$ cat config.mk
export PLATFORM = sky130hd
export DESIGN_NAME = uart_rx_16x
export DESIGN_NICKNAME = d
export VERILOG_FILES = /design/src/rtl/uart_pkg.sv /design/src/rtl/sync_nff.sv /design/src/rtl/uart_rx_16x.sv
export SDC_FILE = /design/constraint.sdc
export NUM_CORES = 1
export LEC_CHECK = 0
export CORE_AREA = 10 10 85 69
export DETAILED_ROUTE_END_ITERATION = 10
export DIE_AREA = 0 0 95 79
export HOLD_SLACK_MARGIN = 0.05
export PLACE_DENSITY_LB_ADDON = 0.3
export SYNTH_ARGS = -nofsm -noshare
export SYNTH_HDL_FRONTEND = slang
export SYNTH_SLANG_ARGS = --single-unit
$ cat constraint.sdc
create_clock -name clk -period 2 [get_ports clk]
set_clock_uncertainty 0.15 [all_clocks]
set_input_delay 0.2 -clock clk [delete_from_list [all_inputs] [get_ports clk]]
set_output_delay 0.2 -clock clk [all_outputs]
set_load 0.05 [all_outputs]
$ cat src/rtl/uart_pkg.sv
// Shared UART definitions: receiver state encoding, default oversampling
// ratio and counter-width helpers (also meant for a future uart_tx).
package uart_pkg;

    typedef enum logic [2:0] {IDLE, START, DATA, STOP, BREAK} uart_rx_state_t;

    localparam int UART_OVERSAMPLE = 16;

    // Bits needed to hold 0..n-1, never less than one.
    function automatic int cnt_width(input int n);
        return (n > 1) ? $clog2(n) : 1;
    endfunction

    // Bits needed to hold 0..n (log2(n)+1), e.g. a bit counter over n bits.
    function automatic int idx_width(input int n);
        return $clog2(n) + 1;
    endfunction

endpackage

$ cat src/rtl/sync_nff.sv
// N-stage synchroniser for an asynchronous single-bit input.
// Flops reset to 1 so an idle-high line stays idle through reset.
module sync_nff #(
    parameter int   STAGES  = 2,
    parameter logic RST_VAL = 1'b1
) (
    input  logic clk,
    input  logic n_rst,
    input  logic d,
    output logic q
);

    logic [STAGES-1:0] sync_q;

    // Shift the asynchronous input through the synchroniser chain.
    always_ff @(posedge clk) begin
        if (!n_rst) begin
            sync_q <= {STAGES{RST_VAL}};
        end else begin
            sync_q <= {sync_q[STAGES-2:0], d};
        end
    end

    assign q = sync_q[STAGES-1];

endmodule

$ cat src/rtl/uart_rx_16x.sv
// Oversampling UART receiver: synchronises rx, detects the start bit,
// majority-votes three mid-bit samples per bit and hands completed words
// to a ready/valid consumer. Framing errors and overruns are 1-cycle pulses.
// DATA_BITS 5..9, OVERSAMPLE even and >= 8, SYNC_STAGES >= 2.
module uart_rx_16x
    import uart_pkg::*;
#(
    parameter int DATA_BITS   = 8,
    parameter int OVERSAMPLE  = UART_OVERSAMPLE,
    parameter int SYNC_STAGES = 2
) (
    input  logic                 clk,
    input  logic                 n_rst,
    input  logic                 en,
    input  logic                 rx,
    output logic [DATA_BITS-1:0] data_out,
    output logic                 valid_out,
    input  logic                 ready_in,
    output logic                 frame_err,
    output logic                 overrun
);

    localparam int TW = cnt_width(OVERSAMPLE);
    localparam int BW = idx_width(DATA_BITS);

    // Tick positions inside one bit period.
    localparam logic [TW-1:0] T_S0   = TW'(OVERSAMPLE/2 - 1);
    localparam logic [TW-1:0] T_S1   = TW'(OVERSAMPLE/2);
    localparam logic [TW-1:0] T_DEC  = TW'(OVERSAMPLE/2 + 1);
    localparam logic [TW-1:0] T_LAST = TW'(OVERSAMPLE - 1);
    localparam logic [BW-1:0] B_LAST = BW'(DATA_BITS - 1);

    logic                 rxs;
    uart_rx_state_t       state_q, state_d;
    logic [TW-1:0]        tcnt_q, tcnt_d;
    logic [BW-1:0]        bcnt_q, bcnt_d;
    logic                 s0_q, s0_d;
    logic                 s1_q, s1_d;
    logic [DATA_BITS-1:0] shift_q, shift_d;
    logic                 armed_q, armed_d;
    logic [DATA_BITS-1:0] data_q, data_d;
    logic                 valid_q, valid_d;
    logic                 ferr_q, ferr_d;
    logic                 ovr_q, ovr_d;
    logic                 word_done;
    logic                 at_dec;
    logic                 at_wrap;
    logic                 vote;

    sync_nff #(
        .STAGES  (SYNC_STAGES),
        .RST_VAL (1'b1)
    ) u_sync (
        .clk   (clk),
        .n_rst (n_rst),
        .d     (rx),
        .q     (rxs)
    );

    assign at_dec  = (tcnt_q == T_DEC);
    assign at_wrap = (tcnt_q == T_LAST);
    // The third sample is the live rxs on the decision tick.
    assign vote    = (s0_q & s1_q) | (s0_q & rxs) | (s1_q & rxs);

    // Receive FSM: start detection, bit timing, sampling and stop-bit check.
    always_comb begin
        // NOTE: every signal gets a default here so no path leaves it unassigned, which would infer a latch.
        state_d   = state_q;
        tcnt_d    = tcnt_q;
        bcnt_d    = bcnt_q;
        s0_d      = s0_q;
        s1_d      = s1_q;
        shift_d   = shift_q;
        armed_d   = armed_q | rxs;
        word_done = 1'b0;
        ferr_d    = 1'b0;

        if (tcnt_q == T_S0) s0_d = rxs;
        if (tcnt_q == T_S1) s1_d = rxs;

        if (!en) begin
            // Disabled: abort silently and require the line to be seen
            // high again before a new start bit is accepted.
            state_d = IDLE;
            tcnt_d  = '0;
            bcnt_d  = '0;
            armed_d = 1'b0;
        end else begin
            case (state_q)
                IDLE: begin
                    if (armed_q && !rxs) begin
                        state_d = START;
                        tcnt_d  = '0;
                    end
                end
                START: begin
                    tcnt_d = tcnt_q + 1'b1;
                    if (at_dec && vote) begin
                        state_d = IDLE;  // glitch, not a start bit
                        tcnt_d  = '0;
                    end else if (at_wrap) begin
                        state_d = DATA;
                        tcnt_d  = '0;
                        bcnt_d  = '0;
                    end
                end
                DATA: begin
                    tcnt_d = tcnt_q + 1'b1;
                    if (at_dec) shift_d[bcnt_q] = vote;
                    if (at_wrap) begin
                        tcnt_d = '0;
                        bcnt_d = bcnt_q + 1'b1;
                        if (bcnt_q == B_LAST) state_d = STOP;
                    end
                end
                STOP: begin
                    tcnt_d = tcnt_q + 1'b1;
                    if (at_dec) begin
                        // Leave mid stop bit so a back-to-back start edge is not missed.
                        tcnt_d = '0;
                        if (vote) begin
                            word_done = 1'b1;
                            state_d   = IDLE;
                        end else begin
                            ferr_d  = 1'b1;
                            state_d = BREAK;
                        end
                    end
                end
                BREAK: begin
                    if (rxs) state_d = IDLE;
                end
                default: state_d = IDLE;
            endcase
        end
    end

    // Output register and ready/valid handshake, independent of en.
    always_comb begin
        data_d  = data_q;
        valid_d = valid_q;
        ovr_d   = 1'b0;
        if (word_done && (!valid_q || ready_in)) begin
            data_d  = shift_q;
            valid_d = 1'b1;
        end else if (word_done) begin
            ovr_d = 1'b1;  // register still full: drop the new word
        end else if (valid_q && ready_in) begin
            valid_d = 1'b0;
        end
    end

    // State registers with synchronous active-low reset.
    always_ff @(posedge clk) begin
        if (!n_rst) begin
            state_q <= IDLE;
            tcnt_q  <= '0;
            bcnt_q  <= '0;
            s0_q    <= 1'b1;
            s1_q    <= 1'b1;
            // NOTE: the shift register is reset too; it is only DATA_BITS wide and keeps data_out deterministic.
            shift_q <= '0;
            armed_q <= 1'b0;
            data_q  <= '0;
            valid_q <= 1'b0;
            ferr_q  <= 1'b0;
            ovr_q   <= 1'b0;
        end else begin
            // NOTE: non-blocking assignments so every register samples the pre-edge values.
            state_q <= state_d;
            tcnt_q  <= tcnt_d;
            bcnt_q  <= bcnt_d;
            s0_q    <= s0_d;
            s1_q    <= s1_d;
            shift_q <= shift_d;
            armed_q <= armed_d;
            data_q  <= data_d;
            valid_q <= valid_d;
            ferr_q  <= ferr_d;
            ovr_q   <= ovr_d;
        end
    end

    assign data_out  = data_q;
    assign valid_out = valid_q;
    assign frame_err = ferr_q;
    assign overrun   = ovr_q;

endmodule

==> results of run 1 <==
-- cell usage after synthesis (all sizes together) --
library cell  count
ha                5
nand4             2
clkinv            1
o311ai            3
nor3              1
xor2              1
clkbuf            4
nor3b             5
maj3              1
o211ai            2
and3              3
a32o              1
nand2            15
or2               1
and2              1
nor4              2
nand3            10
inv               8
nand3b            5
a211oi            1
nor2b             1
mux2i            16
o41ai             1
a31oi             2
or3b              1
o21ai            11
nand2b            5
nand4b            1
and3b             1
buf               3
o31ai             2
a21oi             8
or3               2
dfxtp            35
nor2             21
-- final cells by class --
type                    count  share of cell area
well taps                  57              0.0337
multi-input cells         131               0.430
clock buffers               6              0.0390
repair buffers             32               0.131
clock inverters             2              0.0165
flip-flops and latches     35               0.334
inverters                   9              0.0159
-- routing by layer --
metal | routed length, um | vias up | GRT usage | part of all wire
met4 | 53 | 0 | 0.0463 | 0.014
li1 | - | 706 | - | -
met3 | 177 | 5 | 0.0244 | 0.046
met5 | 0 | - | 0 | 0
met1 | 2000 | 619 | 0.141 | 0.52
met2 | 1620 | 29 | 0.140 | 0.42
-- power by group --
part | leakage (nW) | switching (W) | internal [W]
Sequential | 0.285 | 0.00000173 | 0.000700
Clock | 0.0612 | 0.000261 | 0.000403
Combinational | 0.520 | 0.0000267 | 0.0000210
Total | 0.866 | 0.000289 | 0.00112
-- worst max-delay path, cell delays in order, from the launching register on --
cell and delay, ns:
dfxtp_2 0.34, inv_2 0.09, ha_4 0.13, and3b_2 0.21, nand3_2 0.08, or3b_4 0.45
nor3b_2 0.23, mux2i_1 0.24
-- how the worst max path moves through the flow --
stage	end	slack, ns	cells past startpoint
after floorplan	shift_q[1]	0.20	7
after global placement	shift_q[3]	0.10	7
after detailed placement	shift_q[3]	0.06	7
after CTS	shift_q[5]	0.05	7
after global routing	shift_q[5]	-0.07	7
final	shift_q[5]	0.002	7
-- registers in the layout, summed over array words and instances (netlist names), 2 cells and up --
name / cells
bcnt_q: 4
data_out: 8
shift_q: 8
state_q: 3
tcnt_q: 4
u_sync.sync_q: 2
-- per-stage QoR --
step | instance area (um2) | setup slack (ns)
final | 2120 | 0.00195
after floorplan | 1640 | 0.202
after CTS | 2050 | 0.0540
after global routing | 2120 | -0.0749
after global placement | 1930 | 0.103
after detailed placement | 1930 | 0.0636
-- repair_timing --
item                                    CTS  global route
endpoints found under the setup margin    0             7
buffers inserted                          0             3
resized for setup                         0            13
-- kinds of logic (layout without fill, tap and decap cells) --
group / count (synthesis) / in the layout / synth area share
and+or+nand+nor: 77 / 77 / 0.265
DFF: 35 / 35 / 0.428
AOI/OAI and AO/OA: 31 / 31 / 0.116
muxes: 16 / 16 / 0.0979
buffers and inverters: 16 / 49 / 0.0420
adders and majority gates: 6 / 6 / 0.0451
xor gates and xnor gates: 1 / 1 / 0.00535
==> qor.csv, run 1 <==
metric;value;unit
Yosys top cell area share;0.428;
Max Transition Viols Final;0;
mean number of vias per cell;5.00;
Hold Path Sink;u_sync.sync_q[1];
outcome;finished, final reports clean;
Leakage;0.866;nW
Clock Latency Late Sink;0.29;ns
I/O Buffers;15;
crit path launch type;flip-flop;
r2r setup slk;0.002;ns
CTS tree;built;
#FFs+latches synth;35;
Reg area;707;um2
Synth area leader;dfxtp_1;
GRT overflow;0;
Final Util;0.498;
footprint of the multi-input gates;911;um2
post-route clock period utilization;0.999;
Layout Cells excl Fill;272;
Fin. Hold Viols;0;
initial antenna violation count;0;
Wirelength per Cell;14.2;um
Cell Area, Synth;0.00164;mm2
Post-Syn Instances;182;
commonest cells after routing, fill and taps aside;dfxtp_1 (30), nor2_1 (21), buf_4 (17);
peak supply drop;0.397;mV
Max-cap violations;0;
Yosys Warn Count;0;
Seq/Total Area, Yosys;0.428;
headroom to the max-slew limit;0.664;
DIE WIDTH;95;um
site row count;21;
Worst-Margin Slew;0.503;ns
RD Place Congestion;0.825;
main area contributors after synthesis;dfxtp_1 (43%), mux2i_1 (9.8%), nor2_1 (4.8%);
total power;0.00141;W
maximum fanout along the worst path;4;
Min Clock Period, post-route;2.00;ns
DRT Pass-1 Iters;4;
hold depth;1;
post-synthesis cell type count;42;
Hold-fix buffers, CTS;0;
worst min-delay path category;flip-flop to flip-flop;
setup TNS;0;ns
Min Hold Slack;0.256;ns
CP Capture Type;flip-flop;
RSZ-0062 raised after global routing;yes;
# nets final;224;
Mean Syn Cell Area;8.99;um2
hpwl dp;2.71;mm
Post-Syn Nets;192;
Num CTS Buffers;5;
share of layout cells above drive strength 1;0.200;
HP Start;u_sync.sync_q[0];
Layout area overhead;29.4;%
crit path launch;tcnt_q[1];
vias in the first global route;1282;
H-tree Lvls;2;
CP arrival;2.05;ns
Final setup viols;0;
placed cells;261;
die area;0.00751;mm2
antenna violation net count after detailed routing;0;
Post-Route WL;3.86;mm
PwrDens;667;mW/mm2
# clock sinks;35;
Root Driver;clkbuf_8;
initial core utilization;0.384;
worst path required time;2.06;ns
Max Buffers Root-to-Sink;2;
Top Ports;16;
die extent in y;79;um
worst-case reg-to-reg path depth;7;
Max Freq;500;MHz
all-layer global routing usage;0.101;
via count;1359;
Worst R2R End;shift_q[5];
Starting DRT DRC Count;121;
Setup Crit Path Kind;flip-flop to flip-flop;
diode count;0;
most common cell after layout, fill and taps aside;dfxtp_1;
largest net degree at the start of global routing;14;
global-route wire length before repair;6.13;mm
Core Area;0.00426;mm2
drt drc;0;
reg-to-reg critical path startpoint;tcnt_q[1];
CTS clk-pin slew, worst paths;0.07;ns
Filler cells;409;
Power figures use the tool's default switching activity.
==> run 2, diff against run 1 <==
- HOLD_SLACK_MARGIN: 0.05 -> 0.06
==> results of run 2 <==
The final DEF is identical to that of run 1; final timing and power are the same.
